### config.mk
export PLATFORM = sky130hd
export DESIGN_NAME = lcd_timing_gen
export DESIGN_NICKNAME = d
export VERILOG_FILES = /design/src/rtl/lcd_pkg.sv /design/src/rtl/lcd_scan_cnt.sv /design/src/rtl/lcd_timing_gen.sv
export SDC_FILE = /design/constraint.sdc
export NUM_CORES = 1
export LEC_CHECK = 0
export ABC_AREA = 0
export BUFFER_PORTS_ARGS = -buffer_cell sky130_fd_sc_hd__buf_2
export CAP_MARGIN = 10
export CORE_MARGIN = 1
export CORE_UTILIZATION = 38
export DETAILED_ROUTE_END_ITERATION = 12
export SLEW_MARGIN = 20
export SYNTH_ARGS = -nofsm -noshare
export SYNTH_HDL_FRONTEND = slang
export SYNTH_SLANG_ARGS = --single-unit
### constraint.sdc
create_clock -name lcd_clk -period 1.99 [get_ports lcd_clk]
set_input_delay 0.0995 -clock lcd_clk [delete_from_list [all_inputs] [get_ports lcd_clk]]
set_output_delay 0.0995 -clock lcd_clk [all_outputs]
set_load 0.1 [all_outputs]
### src/rtl/lcd_pkg.sv
// Shared definitions for the LCD timing generator.
//   - Default 480x272 panel timing (pixel clocks / lines).
//   - Scan counter width.
//   - FSM state encoding.
package lcd_pkg;

    // Scan counter width. The sum of all timing parameters must fit, i.e. <= 2047.
    localparam int unsigned CNT_W = 11;

    localparam int unsigned DEF_H_SYNC  = 41;
    localparam int unsigned DEF_H_BACK  = 2;
    localparam int unsigned DEF_H_DISP  = 480;
    localparam int unsigned DEF_H_FRONT = 2;
    localparam int unsigned DEF_V_SYNC  = 10;
    localparam int unsigned DEF_V_BACK  = 2;
    localparam int unsigned DEF_V_DISP  = 272;
    localparam int unsigned DEF_V_FRONT = 2;
    localparam int unsigned DEF_DATA_W  = 16;

    typedef enum logic [1:0] {
        StIdle = 2'd0,
        StRun  = 2'd1,
        StStop = 2'd2
    } lcd_state_e;

endpackage

### src/rtl/lcd_scan_cnt.sv
// Horizontal/vertical scan counter pair.
//   lcd_clk   : pixel clock
//   rst_n     : asynchronous active-low reset
//   clr       : synchronous clear of both counters
//   adv       : advance one pixel position
//   h_cnt     : column position, wraps H_TOTAL-1 -> 0
//   v_cnt     : line position, advances on each h wrap, wraps V_TOTAL-1 -> 0
//   line_end  : h_cnt is at H_TOTAL-1
//   last_line : v_cnt is at V_TOTAL-1
module lcd_scan_cnt
    import lcd_pkg::*;
#(
    parameter int unsigned H_TOTAL = 525,
    parameter int unsigned V_TOTAL = 286
) (
    input  logic             lcd_clk,
    input  logic             rst_n,
    input  logic             clr,
    input  logic             adv,
    output logic [CNT_W-1:0] h_cnt,
    output logic [CNT_W-1:0] v_cnt,
    output logic             line_end,
    output logic             last_line
);

    localparam logic [CNT_W-1:0] HLast  = CNT_W'(H_TOTAL - 1);
    localparam logic [CNT_W-1:0] VLast  = CNT_W'(V_TOTAL - 1);
    localparam logic [CNT_W-1:0] CntOne = CNT_W'(1);

    logic [CNT_W-1:0] h_cnt_q, h_cnt_d;
    logic [CNT_W-1:0] v_cnt_q, v_cnt_d;

    assign line_end  = (h_cnt_q == HLast);
    assign last_line = (v_cnt_q == VLast);

    always_comb begin
        h_cnt_d = h_cnt_q;
        v_cnt_d = v_cnt_q;
        if (clr) begin
            h_cnt_d = '0;
            v_cnt_d = '0;
        end else if (adv) begin
            if (line_end) begin
                h_cnt_d = '0;
                v_cnt_d = last_line ? '0 : v_cnt_q + CntOne;
            end else begin
                h_cnt_d = h_cnt_q + CntOne;
            end
        end
    end

    always_ff @(posedge lcd_clk or negedge rst_n) begin
        if (!rst_n) begin
            h_cnt_q <= '0;
            v_cnt_q <= '0;
        end else begin
            h_cnt_q <= h_cnt_d;
            v_cnt_q <= v_cnt_d;
        end
    end

    assign h_cnt = h_cnt_q;
    assign v_cnt = v_cnt_q;

endmodule

### src/rtl/lcd_timing_gen.sv
// LCD timing generator in the pixel clock domain.
//   lcd_clk         : pixel clock (FIFO read clock)
//   rst_n           : asynchronous active-low reset
//   en              : run request, level-sensitive
//   fifo_rd_en      : FIFO read strobe actually issued by the read controller
//   fifo_rd_data    : FIFO data, valid one cycle after fifo_rd_en
//   lcd_data_requst : pixel request, one cycle ahead of each DE cycle
//   lcd_hs/lcd_vs   : active-low syncs
//   lcd_de          : data enable
//   lcd_rgb         : pixel data (0 outside DE or on a missed read)
//   lcd_x/lcd_y     : active column/row
//   frame_start     : one-cycle pulse for position h=0, v=0 while running
//   underflow       : sticky, set when a DE cycle had no read; cleared at frame_start
module lcd_timing_gen
    import lcd_pkg::*;
#(
    parameter int unsigned H_SYNC  = DEF_H_SYNC,
    parameter int unsigned H_BACK  = DEF_H_BACK,
    parameter int unsigned H_DISP  = DEF_H_DISP,
    parameter int unsigned H_FRONT = DEF_H_FRONT,
    parameter int unsigned V_SYNC  = DEF_V_SYNC,
    parameter int unsigned V_BACK  = DEF_V_BACK,
    parameter int unsigned V_DISP  = DEF_V_DISP,
    parameter int unsigned V_FRONT = DEF_V_FRONT,
    parameter int unsigned DATA_W  = DEF_DATA_W
) (
    input  logic              lcd_clk,
    input  logic              rst_n,
    input  logic              en,
    input  logic              fifo_rd_en,
    input  logic [DATA_W-1:0] fifo_rd_data,
    output logic              lcd_data_requst,
    output logic              lcd_hs,
    output logic              lcd_vs,
    output logic              lcd_de,
    output logic [DATA_W-1:0] lcd_rgb,
    output logic [CNT_W-1:0]  lcd_x,
    output logic [CNT_W-1:0]  lcd_y,
    output logic              frame_start,
    output logic              underflow
);

    localparam int unsigned H_TOTAL = H_SYNC + H_BACK + H_DISP + H_FRONT;
    localparam int unsigned V_TOTAL = V_SYNC + V_BACK + V_DISP + V_FRONT;

    localparam logic [CNT_W-1:0] HSyncEnd = CNT_W'(H_SYNC);
    localparam logic [CNT_W-1:0] VSyncEnd = CNT_W'(V_SYNC);
    localparam logic [CNT_W-1:0] Hsa      = CNT_W'(H_SYNC + H_BACK);
    localparam logic [CNT_W-1:0] HdeEnd   = CNT_W'(H_SYNC + H_BACK + H_DISP);
    localparam logic [CNT_W-1:0] Vsa      = CNT_W'(V_SYNC + V_BACK);
    localparam logic [CNT_W-1:0] VdeEnd   = CNT_W'(V_SYNC + V_BACK + V_DISP);
    // Request window is the DE window shifted one column earlier.
    localparam logic [CNT_W-1:0] ReqStart = CNT_W'(H_SYNC + H_BACK - 1);
    localparam logic [CNT_W-1:0] ReqEnd   = CNT_W'(H_SYNC + H_BACK + H_DISP - 1);

    lcd_state_e state_q, state_d;

    logic [CNT_W-1:0] h_cnt, v_cnt;
    logic             line_end, last_line, frame_end;
    logic             scanning;

    logic              hs_q, hs_d;
    logic              vs_q, vs_d;
    logic              de_q, de_d;
    logic              req_q, req_d;
    logic [CNT_W-1:0]  x_q, x_d;
    logic [CNT_W-1:0]  y_q, y_d;
    logic              fs_q, fs_d;
    logic              rd_ok_q;
    logic              uf_q, uf_d;
    logic              h_in_de, h_in_req, v_in_de;

    assign scanning  = (state_q != StIdle);
    assign frame_end = line_end && last_line;

    lcd_scan_cnt #(
        .H_TOTAL (H_TOTAL),
        .V_TOTAL (V_TOTAL)
    ) u_scan_cnt (
        .lcd_clk   (lcd_clk),
        .rst_n     (rst_n),
        .clr       (!scanning),
        .adv       (scanning),
        .h_cnt     (h_cnt),
        .v_cnt     (v_cnt),
        .line_end  (line_end),
        .last_line (last_line)
    );

    // STOP keeps scanning so the frame in flight always completes.
    always_comb begin
        state_d = state_q;
        unique case (state_q)
            StIdle:  if (en) state_d = StRun;
            StRun:   if (!en) state_d = StStop;
            StStop: begin
                if (en) begin
                    state_d = StRun;
                end else if (frame_end) begin
                    state_d = StIdle;
                end
            end
            default: state_d = StIdle;
        endcase
    end

    // Counter decode; everything lands in registers one cycle later.
    always_comb begin
        h_in_de  = (h_cnt >= Hsa) && (h_cnt < HdeEnd);
        h_in_req = (h_cnt >= ReqStart) && (h_cnt < ReqEnd);
        v_in_de  = (v_cnt >= Vsa) && (v_cnt < VdeEnd);

        hs_d  = 1'b1;
        vs_d  = 1'b1;
        de_d  = 1'b0;
        req_d = 1'b0;
        x_d   = '0;
        y_d   = '0;
        fs_d  = 1'b0;
        if (scanning) begin
            hs_d  = (h_cnt >= HSyncEnd);
            vs_d  = (v_cnt >= VSyncEnd);
            de_d  = h_in_de && v_in_de;
            req_d = h_in_req && v_in_de;
            if (de_d) x_d = h_cnt - Hsa;
            if (v_in_de) y_d = v_cnt - Vsa;
            fs_d  = (state_q == StRun) && (h_cnt == '0) && (v_cnt == '0);
        end

        // A missed read in the same cycle as the frame_start clear still sets.
        uf_d = uf_q;
        if (de_q && !rd_ok_q) begin
            uf_d = 1'b1;
        end else if (fs_q || !scanning) begin
            uf_d = 1'b0;
        end
    end

    always_ff @(posedge lcd_clk or negedge rst_n) begin
        if (!rst_n) begin
            state_q <= StIdle;
            hs_q    <= 1'b1;
            vs_q    <= 1'b1;
            de_q    <= 1'b0;
            req_q   <= 1'b0;
            x_q     <= '0;
            y_q     <= '0;
            fs_q    <= 1'b0;
            rd_ok_q <= 1'b0;
            uf_q    <= 1'b0;
        end else begin
            state_q <= state_d;
            hs_q    <= hs_d;
            vs_q    <= vs_d;
            de_q    <= de_d;
            req_q   <= req_d;
            x_q     <= x_d;
            y_q     <= y_d;
            fs_q    <= fs_d;
            rd_ok_q <= fifo_rd_en;
            uf_q    <= uf_d;
        end
    end

    assign lcd_hs          = hs_q;
    assign lcd_vs          = vs_q;
    assign lcd_de          = de_q;
    assign lcd_data_requst = req_q;
    assign lcd_x           = x_q;
    assign lcd_y           = y_q;
    assign frame_start     = fs_q;
    assign underflow       = uf_q;
    // FIFO data arrives the cycle after the read, which is the DE cycle itself.
    assign lcd_rgb         = (de_q && rd_ok_q) ? fifo_rd_data : '0;

endmodule
* Word-level counts from Yosys, hierarchy flattened
Index checks and enable logic that the tools add are counted.
** Word-level totals
- Register bits :: 53
- Bits of input ports :: 20
- Output and inout port bits :: 44
- Logic and storage cells :: 73
** Cells by class
- Add/sub/neg operators :: 4
- Order comparisons :: 8
- Equal/unequal tests :: 8
- Muxes and demuxes :: 22
- Reduce and logical (&&, ||, !) cells :: 19
** Operators by type and width (number)
- two-way mux 11 bit :: 9
- greater-or-equal comparator 11 x 6 -> 1 bit, second input constant :: 3
- adder 11 x 1 -> 11 bit, second input constant :: 2
- greater-or-equal comparator 11 x 4 -> 1 bit, second input constant :: 2
- logical NOT 11 bit :: 2
- < comparator 11 x 10 -> 1 bit, second input constant :: 2
- two-way mux 16 bit :: 1
- == test 11 x 10 -> 1 bit, second input constant :: 1
- == test 11 x 9 -> 1 bit, second input constant :: 1
- < comparator 11 x 9 -> 1 bit, second input constant :: 1
- subtractor 11 x 4 -> 11 bit, second input constant :: 1
- subtractor 11 x 6 -> 11 bit, second input constant :: 1
- logical AND 1 bit :: 10
- two-way mux 2 bit :: 4
- two-way mux 1 bit :: 7
- inequality test 2 bit, second input constant :: 3
- case mux 2 bit (3 select lines) :: 1
- nonzero test 2 bit :: 2
- inequality test 3 bit, second input constant :: 1
- AND reduction 3 bit :: 1
- == test 2 x 1 -> 1 bit, second input constant :: 1
- == test 2 bit, second input constant :: 1
- logical NOT 1 bit :: 2
- logical NOT 2 bit :: 1
- logical OR 1 bit :: 1

* Longest topological paths before layout
Gate-level depths: netlist (run 1).
- Depth in word-level cells :: 5
- Depth in mapped cells :: 7
- Mapped depth without buffers :: 6

* Cells and area by module
A second synthesis (run 1) with hierarchy kept.
** Unflattened totals
- Cell total of the unflattened synthesis :: 327
- Area total of the unflattened synthesis :: 3195.6 um^2
** By module, submodules not included
- lcd_timing_gen :: times used 1, cells an instance 179, area each 1831.8 um^2, sequential area each 778.2 um^2
- lcd_scan_cnt :: times used 1, cells an instance 148, area each 1363.8 um^2, sequential area each 550.5 um^2

* Least setup slack after synthesis (run 1)
Ideal clock, no wire load.
- Path type :: register to output
- Start :: reg de_q (netlist: lcd_de)
- End :: out lcd_rgb[10]
- Arrival :: 2.047 ns
- Required time :: 1.891 ns
- Setup slack :: -0.156 ns
- Stages on the path, launching flop included :: 3
- Buffers on the path :: 1
- Cells stage by stage :: dfrtp_1 -> clkbuf_1 -> and3_1
** Between the ends
- Cells in the longest elaborated chain, start to end :: 2
** RTL lines
- start, declared :: line lcd_timing_gen.sv:64 : logic de_q, de_d;
- start signal, assigned :: line lcd_timing_gen.sv:144 : de_q <= 1'b0;
- start signal, assigned :: line lcd_timing_gen.sv:155 : de_q <= de_d;
- logical AND 1 bit :: line lcd_timing_gen.sv:174 : assign lcd_rgb = (de_q && rd_ok_q) ? fifo_rd_data : '0;
- two-way mux 16 bit :: line lcd_timing_gen.sv:174
- end, declared :: line lcd_timing_gen.sv:36 : output logic [DATA_W-1:0] lcd_rgb,
Every way passes these cells.

* Final worst setup path (run 1)
- Start :: reg u_scan_cnt.h_cnt_q[5] (netlist: u_scan_cnt.h_cnt[5])
- End :: reg u_scan_cnt.v_cnt_q[9] (netlist: u_scan_cnt.v_cnt[9])
** Between the ends
- Cells in the longest elaborated chain, start to end :: 2
** RTL lines
- start, declared :: line lcd_scan_cnt.sv:30 : logic [CNT_W-1:0] h_cnt_q, h_cnt_d;
- start signal, assigned :: line lcd_scan_cnt.sv:57 : h_cnt_q <= h_cnt_d;
- == test 11 x 10 -> 1 bit :: line lcd_scan_cnt.sv:33 : assign line_end = (h_cnt_q == HLast);
- inequality test 2 bit (no line)
- end signal, assigned :: line lcd_scan_cnt.sv:58 : v_cnt_q <= v_cnt_d;
- end, declared :: line lcd_scan_cnt.sv:31 : logic [CNT_W-1:0] v_cnt_q, v_cnt_d;
Every way passes these cells.
A chain may end at the register's enable or synchronous reset.

==> results of run 1 <==
[worst max-delay path, cell delays in order (launching register included)]
cell,delay (ns)
sky130_fd_sc_hd__dfrtp_1,0.39
sky130_fd_sc_hd__or4_4,0.57
sky130_fd_sc_hd__or4b_4,0.54
sky130_fd_sc_hd__or3_1,0.32
sky130_fd_sc_hd__a21oi_1,0.12
[cells by family (layout without fill, tap and decap cells)]
logic type	count (synthesis)	count (layout)	synth area share [%]
adder cells (fa/ha/maj)	9	9	3.97
multiplexers	1	1	0.397
flip-flops	53	53	46.8
AO/OA/AOI/OAI	48	48	12.7
AND/OR/NAND/NOR	127	127	24.6
buffers and inverters	35	135	5.29
XOR/XNOR	20	20	6.17
[how the worst min path moves through the flow]
stage                from     endpoint  slack (ns)  depth (start not counted)
finish              rst_n     lcd_y[6]        0.30                          2
global route        rst_n     lcd_y[8]        0.35                          2
CTS                 rst_n     lcd_y[8]        0.31                          2
global placement    rst_n     lcd_y[8]         0.1                          1
floorplan           rst_n  frame_start       -0.20                          0
detailed placement  rst_n     lcd_y[8]        0.11                          1
[registers in the layout (all words and copies together) (netlist names)]
register and flops:
state_q 2, lcd_hs 1, lcd_vs 1, lcd_y 11, lcd_x 11, underflow 1, frame_start 1, u_scan_cnt.h_cnt 11
u_scan_cnt.v_cnt 11, lcd_de 1, rd_ok_q 1, lcd_data_requst 1
[repair_timing]
item | in CTS | in global routing
hold endpoints to repair | 23 | 0
hold buffers | 3 | 0
pin swaps | 0 | 1
gates resized for setup | 5 | 21
setup endpoints to repair | 16 | 21
[layer usage]
| layer | track usage, % | vias up | part of all wire [%] |
|---|---|---|---|
| met1 | 25.0 | 1181 | 47 |
| met2 | 30.4 | 89 | 47 |
| met4 | 5.43 | 0 | 1.5 |
| met5 | 0 | - | 0 |
| li1 | - | 1237 | - |
| met3 | 2.52 | 8 | 5.0 |
[final cells by class]
cell class              instances  area, um2
multi-input cells             205       1510
clock buffers                   6       72.6
repair buffers                115        729
well taps                      99        124
clock inverters                 2       38.8
inverters                      12       45.0
flip-flops and latches         53       1330
fillers                       632       3410
[power by group through the flow]
stage | combinational (mW) | sequential (mW) | clock (mW)
3_3_place_gp | 0.360 | 1.15 | 0
4_1_cts | 0.367 | 1.13 | 0.759
3_5_place_dp | 0.359 | 1.15 | 0
5_1_grt | 0.420 | 1.14 | 0.794
6_report | 0.380 | 1.13 | 0.725
2_1_floorplan | 0.136 | 1.21 | 0
[per-stage QoR]
stage	TNS, ns	area (um2)	worst slack, ns	total power [mW]
floorplan	-0.240	2880	-0.0313	1.34
global placement	-0.0889	3580	-0.0663	1.51
detailed placement	-0.242	3580	-0.0534	1.51
CTS	0	3750	0.00269	2.26
global route	-0.329	3850	-0.0690	2.35
finish	-0.0121	3850	-0.0117	2.24
[layout by cell type, fill, tap and decap left out, types with 2 or more instances in the layout]
| cell type | netlist | routed |
|---|---|---|
| sky130_fd_sc_hd__a211o_1 | 2 | 2 |
| sky130_fd_sc_hd__a211oi_2 | 0 | 2 |
| sky130_fd_sc_hd__a21o_1 | 3 | 3 |
| sky130_fd_sc_hd__a21oi_1 | 4 | 4 |
| sky130_fd_sc_hd__a22o_1 | 5 | 5 |
| sky130_fd_sc_hd__and2_1 | 3 | 3 |
| sky130_fd_sc_hd__and3_1 | 21 | 11 |
| sky130_fd_sc_hd__and3_2 | 1 | 11 |
| sky130_fd_sc_hd__and4_1 | 4 | 4 |
| sky130_fd_sc_hd__buf_2 | 3 | 63 |
| sky130_fd_sc_hd__buf_4 | 4 | 47 |
| sky130_fd_sc_hd__clkbuf_8 | 0 | 5 |
| sky130_fd_sc_hd__dfrtp_1 | 51 | 50 |
| sky130_fd_sc_hd__dfstp_2 | 2 | 2 |
| sky130_fd_sc_hd__dlygate4sd3_1 | 0 | 3 |
| sky130_fd_sc_hd__ha_1 | 9 | 9 |
| sky130_fd_sc_hd__inv_1 | 12 | 12 |
| sky130_fd_sc_hd__nand2_1 | 9 | 9 |
| sky130_fd_sc_hd__nand3_1 | 12 | 12 |
| sky130_fd_sc_hd__nand3b_1 | 2 | 2 |
| sky130_fd_sc_hd__nand4_1 | 5 | 5 |
| sky130_fd_sc_hd__nor2_1 | 33 | 33 |
| sky130_fd_sc_hd__nor2b_1 | 2 | 2 |
| sky130_fd_sc_hd__nor3_1 | 13 | 6 |
| sky130_fd_sc_hd__nor3_2 | 0 | 7 |
| sky130_fd_sc_hd__nor3b_1 | 2 | 2 |
| sky130_fd_sc_hd__o211ai_1 | 4 | 4 |
| sky130_fd_sc_hd__o21ai_0 | 8 | 8 |
| sky130_fd_sc_hd__or2_2 | 4 | 4 |
| sky130_fd_sc_hd__or3_1 | 4 | 3 |
| sky130_fd_sc_hd__or3_4 | 0 | 2 |
| sky130_fd_sc_hd__or4b_4 | 1 | 2 |
| sky130_fd_sc_hd__xnor2_1 | 7 | 7 |
| sky130_fd_sc_hd__xor2_1 | 13 | 13 |
[synthesized netlist by cell type (all sizes together) (3+ instances only)]
master	n	area [um2]
dfrtp	51	1280
nor2	33	124
and3	22	139
clkbuf	14	52.6
nor3	13	65.1
xor2	13	114
inv	12	45.0
nand3	12	60.1
buf	9	52.6
ha	9	113
nand2	9	33.8
o21ai	8	40.0
xnor2	7	61.3
or3	6	40.0
a22o	5	43.8
nand4	5	31.3
a21oi	4	20.0
and4	4	35.0
o211ai	4	30.0
or2	4	25.0
a211oi	3	22.5
a21o	3	22.5
and2	3	18.8
nor4	3	18.8
==> results.md, run 1 <==
* Areal power density over the cells at 581 nW/um2
* Worst reg2reg path startpoint: u_scan_cnt.h_cnt[5]
* Post-detail-place hpwl at 5.21 mm
* Switching power total at 602 uW
* Global Route Usage Sum at 18.3%
* Period minus WS final at 2.00 ns
* Largest net degree at the start of global routing at 33
* Seq/Total Area, Yosys at 46.8%
* RSZ-0062 raised after global routing: yes
* Outcome: complete, but fails checks
* Via count at 2515
* Data arrival at the endpoint of the critical path at 2.24 ns
* Area enclosed by the die boundary at 7820 um2
* Via count of the first global-routing pass at 2325
* Tightest Hold Check Type: input pin to async pin
* Number of buffers inserted by port buffering at 63
* Fin. Hold Viols at 0
* Global-route wire length before repair at 11.1 mm
* CP startpoint: u_scan_cnt.h_cnt[5]
* Number of maximum-capacitance violations at 0
* DR WL/cell at 14.1 um
* Path depth of the worst reg2reg path at 4
* Standard-cell rows at 31
* Count of routing violations after the opening detailed-route iteration at 122
* Worst setup margin at -0.0117 ns
* Via/cell ratio at 5.11
* Core Util, Final at 53.0%
* Initial antenna violation count at 0
* Internal power of the cells at 1.64 mW
* Cell count after synthesis at 293
* Worst slew slack as a fraction of its limit at 64.2%
* Number of design rule violations left after detail routing at 0
* Number of register bits inferred by synthesis at 53
* Largest fanout of any net on the critical path at 5
* Number of buffers inserted by post-CTS setup repair at 0
* Violated checks: negative setup slack
* Share of the cycle needed by the critical path after routing at 101%
* Worst supply voltage drop on vdd at 0.000378 V
* Clk buf depth at 2
* Switching fraction of total power at 26.9%
* Crit path kind: flop to flop
* Fmax at 500 MHz
* Post-layout nets at 421
* Horiz. Die Dim at 88.4 um
* Post-Synthesis Mean Instance Area at 9.69 um2
* Weighted congestion reported at the end of routability-driven placement at 0.884
* Primary FF master, synth: sky130_fd_sc_hd__dfrtp_1
* Share of flip-flops with an asynchronous set or reset after synthesis at 100%
* Combinational cell fraction of total power at 17.0%
* Slack of the worst reg-to-reg path at -0.01 ns
* Netlist Area Pre-Place at 2840 um2
* Terminus of the critical flop-to-flop path: u_scan_cnt.v_cnt[9]
* CTS tree: done
* Kind of start point of the critical path: flop
* CTS buffer count at 5
* Effective utilization at floorplan at 39.1%
* Capture point of the critical path: u_scan_cnt.v_cnt[9]
* CP endpoint kind: flop
* Ports placed on the boundary at 64
* Final worst clock skew at 0.00704 ns
* Number of max-slew violations in the final report at 0
* Leakage dissipation at 2.02 nW
* Clk root buf: sky130_fd_sc_hd__clkbuf_8
* Chip height at 88.4 um
* Number of diodes added for antenna fixing at 0
* H-Tree Depth at 2
* Setup-failing EPs final at 2
* Clk slew on worst S/H paths at 0.09 ns
* Core region area at 7250 um2
* Sequential fraction of design power at 50.6%
* Worst hold slack after final layout at 0.300 ns
* Post-synth cell types at 56
* Share of layout cells above drive strength 1 at 42.0%
* Net Count, Synth at 322
* Number of warnings printed during yosys synthesis at 0
* Slew of the pin with the lowest slew margin at 0.538 ns
* Share of power burned in the clock network at 32.4%
* Syn-to-layout area delta at 35.5%
* Grt ovf at 0
* Final cell count without fillers at 492
* Number of placed instances, taps included at 481
* Detailed-route wire length at 6.94 mm
* First-pass DRT Iterations at 4
* Number of sinks on the clock net at 53
* Clock insertion delay at the later pin of the skew report at 0.31 ns
* Worst path required time at 2.22 ns
* Post-synth EDFFs at 0
* Number of nets with antenna violations after routing at 0
No activity file was read; power rests on OpenSTA's default activity.
==> run 2: changes to the inputs <==
PLACE_DENSITY = 0.64   (was not set)
==> run 2 against run 1 <==
The flow now finishes without violations. Utilization shrank 1.6 points. Via count grew 2.1%. Design area shrank 2.9%. Clock skew grew 0.0028 ns. Clock-buffer cell count shrank 1. Combinational power shrank 5.5%. Fmax grew 0.59%.
==> results.md, run 2 (synthesis gave the netlist of run 1 again) <==
* Area enclosed by the die boundary at 7820 um2 (unchanged)
* Leakage dissipation at 1.98 nW (was 2.02 nW)
* Areal power density over the cells at 564 nW/um2 (was 581 nW/um2)
* Worst supply voltage drop on vdd at 0.000260 V (was 0.000378 V)
* Via count at 2568 (was 2515)
* Number of sinks on the clock net at 53 (unchanged)
* Largest net degree at the start of global routing at 30 (was 33)
* Data arrival at the endpoint of the critical path at 2.23 ns (was 2.24 ns)
* Largest fanout of any net on the critical path at 5 (unchanged)
* First-pass DRT Iterations at 4 (unchanged)
* Crit path kind: flop to flop (unchanged)
* Global-route wire length before repair at 11.0 mm (was 11.1 mm)
* Footprint of the multi-input gates at 1460 um2 (was 1510 um2)
* Share of layout cells above drive strength 1 at 39.3% (was 42.0%)
* Clk buf depth at 2 (unchanged)
* CTS tree: done (unchanged)
* Number of max-slew violations in the final report at 0 (unchanged)
* Slew of the pin with the lowest slew margin at 0.600 ns (was 0.538 ns)
* Fin. Hold Viols at 0 (unchanged)
* Weighted congestion reported at the end of routability-driven placement at 0.840 (was 0.884)
* Share of the cycle needed by the critical path after routing at 100% (was 101%)
* RSZ-0062 raised after global routing: yes (unchanged)
* Number of nets with antenna violations after routing at 0 (unchanged)
* Number of maximum-capacitance violations at 0 (unchanged)
* Outcome: complete, no violations (was complete, but fails checks)
* CP endpoint kind: flop (unchanged)
* Worst path required time at 2.23 ns (was 2.22 ns)
* Setup-failing EPs final at 0 (was 2)
* Dpl ws at -0.0484 ns (was -0.0534 ns)
* Kind of start point of the critical path: flop (unchanged)
* Post-detail-place hpwl at 5.18 mm (was 5.21 mm)
* Final worst clock skew at 0.00985 ns (was 0.00704 ns)
* Worst slew slack as a fraction of its limit at 60.0% (was 64.2%)
* Horiz. Die Dim at 88.4 um (unchanged)
* Sequential cell area at 1330 um2 (about the same)
* Detailed-route wire length at 6.80 mm (was 6.94 mm)
* Worst setup margin at 0.0000548 ns (was -0.0117 ns)
* Core region area at 7250 um2 (unchanged)
* Fmax at 503 MHz (was 500 MHz)
* Commonest non-fill, non-tap cell in the layout: sky130_fd_sc_hd__buf_2 (unchanged)
* Initial antenna violation count at 0 (unchanged)
* Period minus WS final at 1.99 ns (was 2.00 ns)
* Via/cell ratio at 5.26 (was 5.11)
* Number of design rule violations left after detail routing at 0 (unchanged)
* Ports placed on the boundary at 64 (unchanged)
* Number of fillers in the final layout at 680 (was 632)
* Clock insertion delay at the later pin of the skew report at 0.30 ns (was 0.31 ns)
* Post-layout nets at 417 (was 421)
* Grt ovf at 0 (unchanged)
* H-Tree Depth at 2 (unchanged)
* Clk root buf: sky130_fd_sc_hd__clkbuf_8 (unchanged)
* Commonest non-fill, non-tap cells in the layout: sky130_fd_sc_hd__buf_2 (63), sky130_fd_sc_hd__dfrtp_1 (51), sky130_fd_sc_hd__buf_4 (43) (was sky130_fd_sc_hd__buf_2 (63), sky130_fd_sc_hd__dfrtp_1 (50), sky130_fd_sc_hd__buf_4 (47))
* Chip height at 88.4 um (unchanged)
* Tot Pwr at 2.11 mW (was 2.24 mW)
* Clk slew on worst S/H paths at 0.10 ns (was 0.09 ns)
* DR WL/cell at 13.9 um (was 14.1 um)
* Number of buffers inserted by port buffering at 63 (unchanged)
* Number of buffers inserted by post-CTS setup repair at 0 (unchanged)
* Tightest Hold Check Type: input pin to async pin (unchanged)
* Effective utilization at floorplan at 39.1% (unchanged)
* Standard-cell rows at 31 (unchanged)
* Syn-to-layout area delta at 31.6% (was 35.5%)
* Global Route Usage Sum at 18.0% (was 18.3%)
* CTS buffer count at 5 (unchanged)
* Number of diodes added for antenna fixing at 0 (unchanged)
* Via count of the first global-routing pass at 2342 (was 2325)
* Count of routing violations after the opening detailed-route iteration at 107 (was 122)
run 2: final cells by class:
class                      instances  share of cell area (%)
clock buffer                       5                    1.84
clock inverter                     3                   0.570
inverter                          12                    1.21
multi-input combinational        205                    39.0
sequential                        53                    35.6
tap                               99                    3.32
timing repair buffer             111                    18.5
run 2: what timing repair did:
action / 4_1_cts / 5_1_grt
pin swaps: 0 / 1
hold buffers: 3 / 0
resized for setup: 2 / 15
hold endpoints to repair: 27 / 0
setup endpoints to repair: 5 / 20
run 2: through the flow:
| step | instance area (um2) | cells | util (%) | hold WS (ns) | setup TNS [ns] |
|---|---|---|---|---|---|
| floorplan | 2880 | 293 | - | -0.196 | -0.240 |
| global placement | 3540 | 477 | 48.8 | 0.135 | -0.0567 |
| detailed placement | 3540 | 477 | 48.8 | 0.137 | -0.0977 |
| CTS | 3670 | 488 | 50.6 | 0.340 | 0 |
| global route | 3730 | 488 | 51.5 | 0.374 | -0.325 |
| finish | 3730 | 488 | 51.5 | 0.326 | 0 |
run 2: final timing paths:
check / from / endpoint / slack [ns] / depth (start not counted)
worst min-delay path: rst_n / lcd_y[10] / 0.33 / 2
worst min register to register: frame_start / underflow / 0.49 / 1
worst max register to register: u_scan_cnt.h_cnt[5] / u_scan_cnt.v_cnt[9] / 0.00005 / 4
worst max-delay path: u_scan_cnt.h_cnt[5] / u_scan_cnt.v_cnt[9] / 0.00005 / 4
max in group asynchronous: rst_n / u_scan_cnt.h_cnt[7] / 1.03 / 3
min in group lcd_clk: fifo_rd_en / rd_ok_q / 0.44 / 2
run 2: worst max-delay path, stage by stage (launching register included):
cell	delay (ns)
sky130_fd_sc_hd__dfrtp_1	0.39
sky130_fd_sc_hd__or4_4	0.57
sky130_fd_sc_hd__or4b_4	0.53
sky130_fd_sc_hd__or3_1	0.32
sky130_fd_sc_hd__a21oi_1	0.12
run 2: report_power, final:
part,switching [mW],internal [mW],leakage [nW]
Combinational,0.219,0.140,1.21
Sequential,0.0265,1.10,0.725
Clock,0.365,0.250,0.0445
run 2: layer usage:
| metal | GRT usage [%] | up-vias | share of wire [%] |
|---|---|---|---|
| met5 | 0 | - | 0 |
| met4 | 5.28 | 0 | 1.3 |
| met3 | 2.52 | 10 | 5.7 |
| met2 | 30.8 | 118 | 47 |
| met1 | 23.7 | 1213 | 47 |
| li1 | - | 1227 | - |
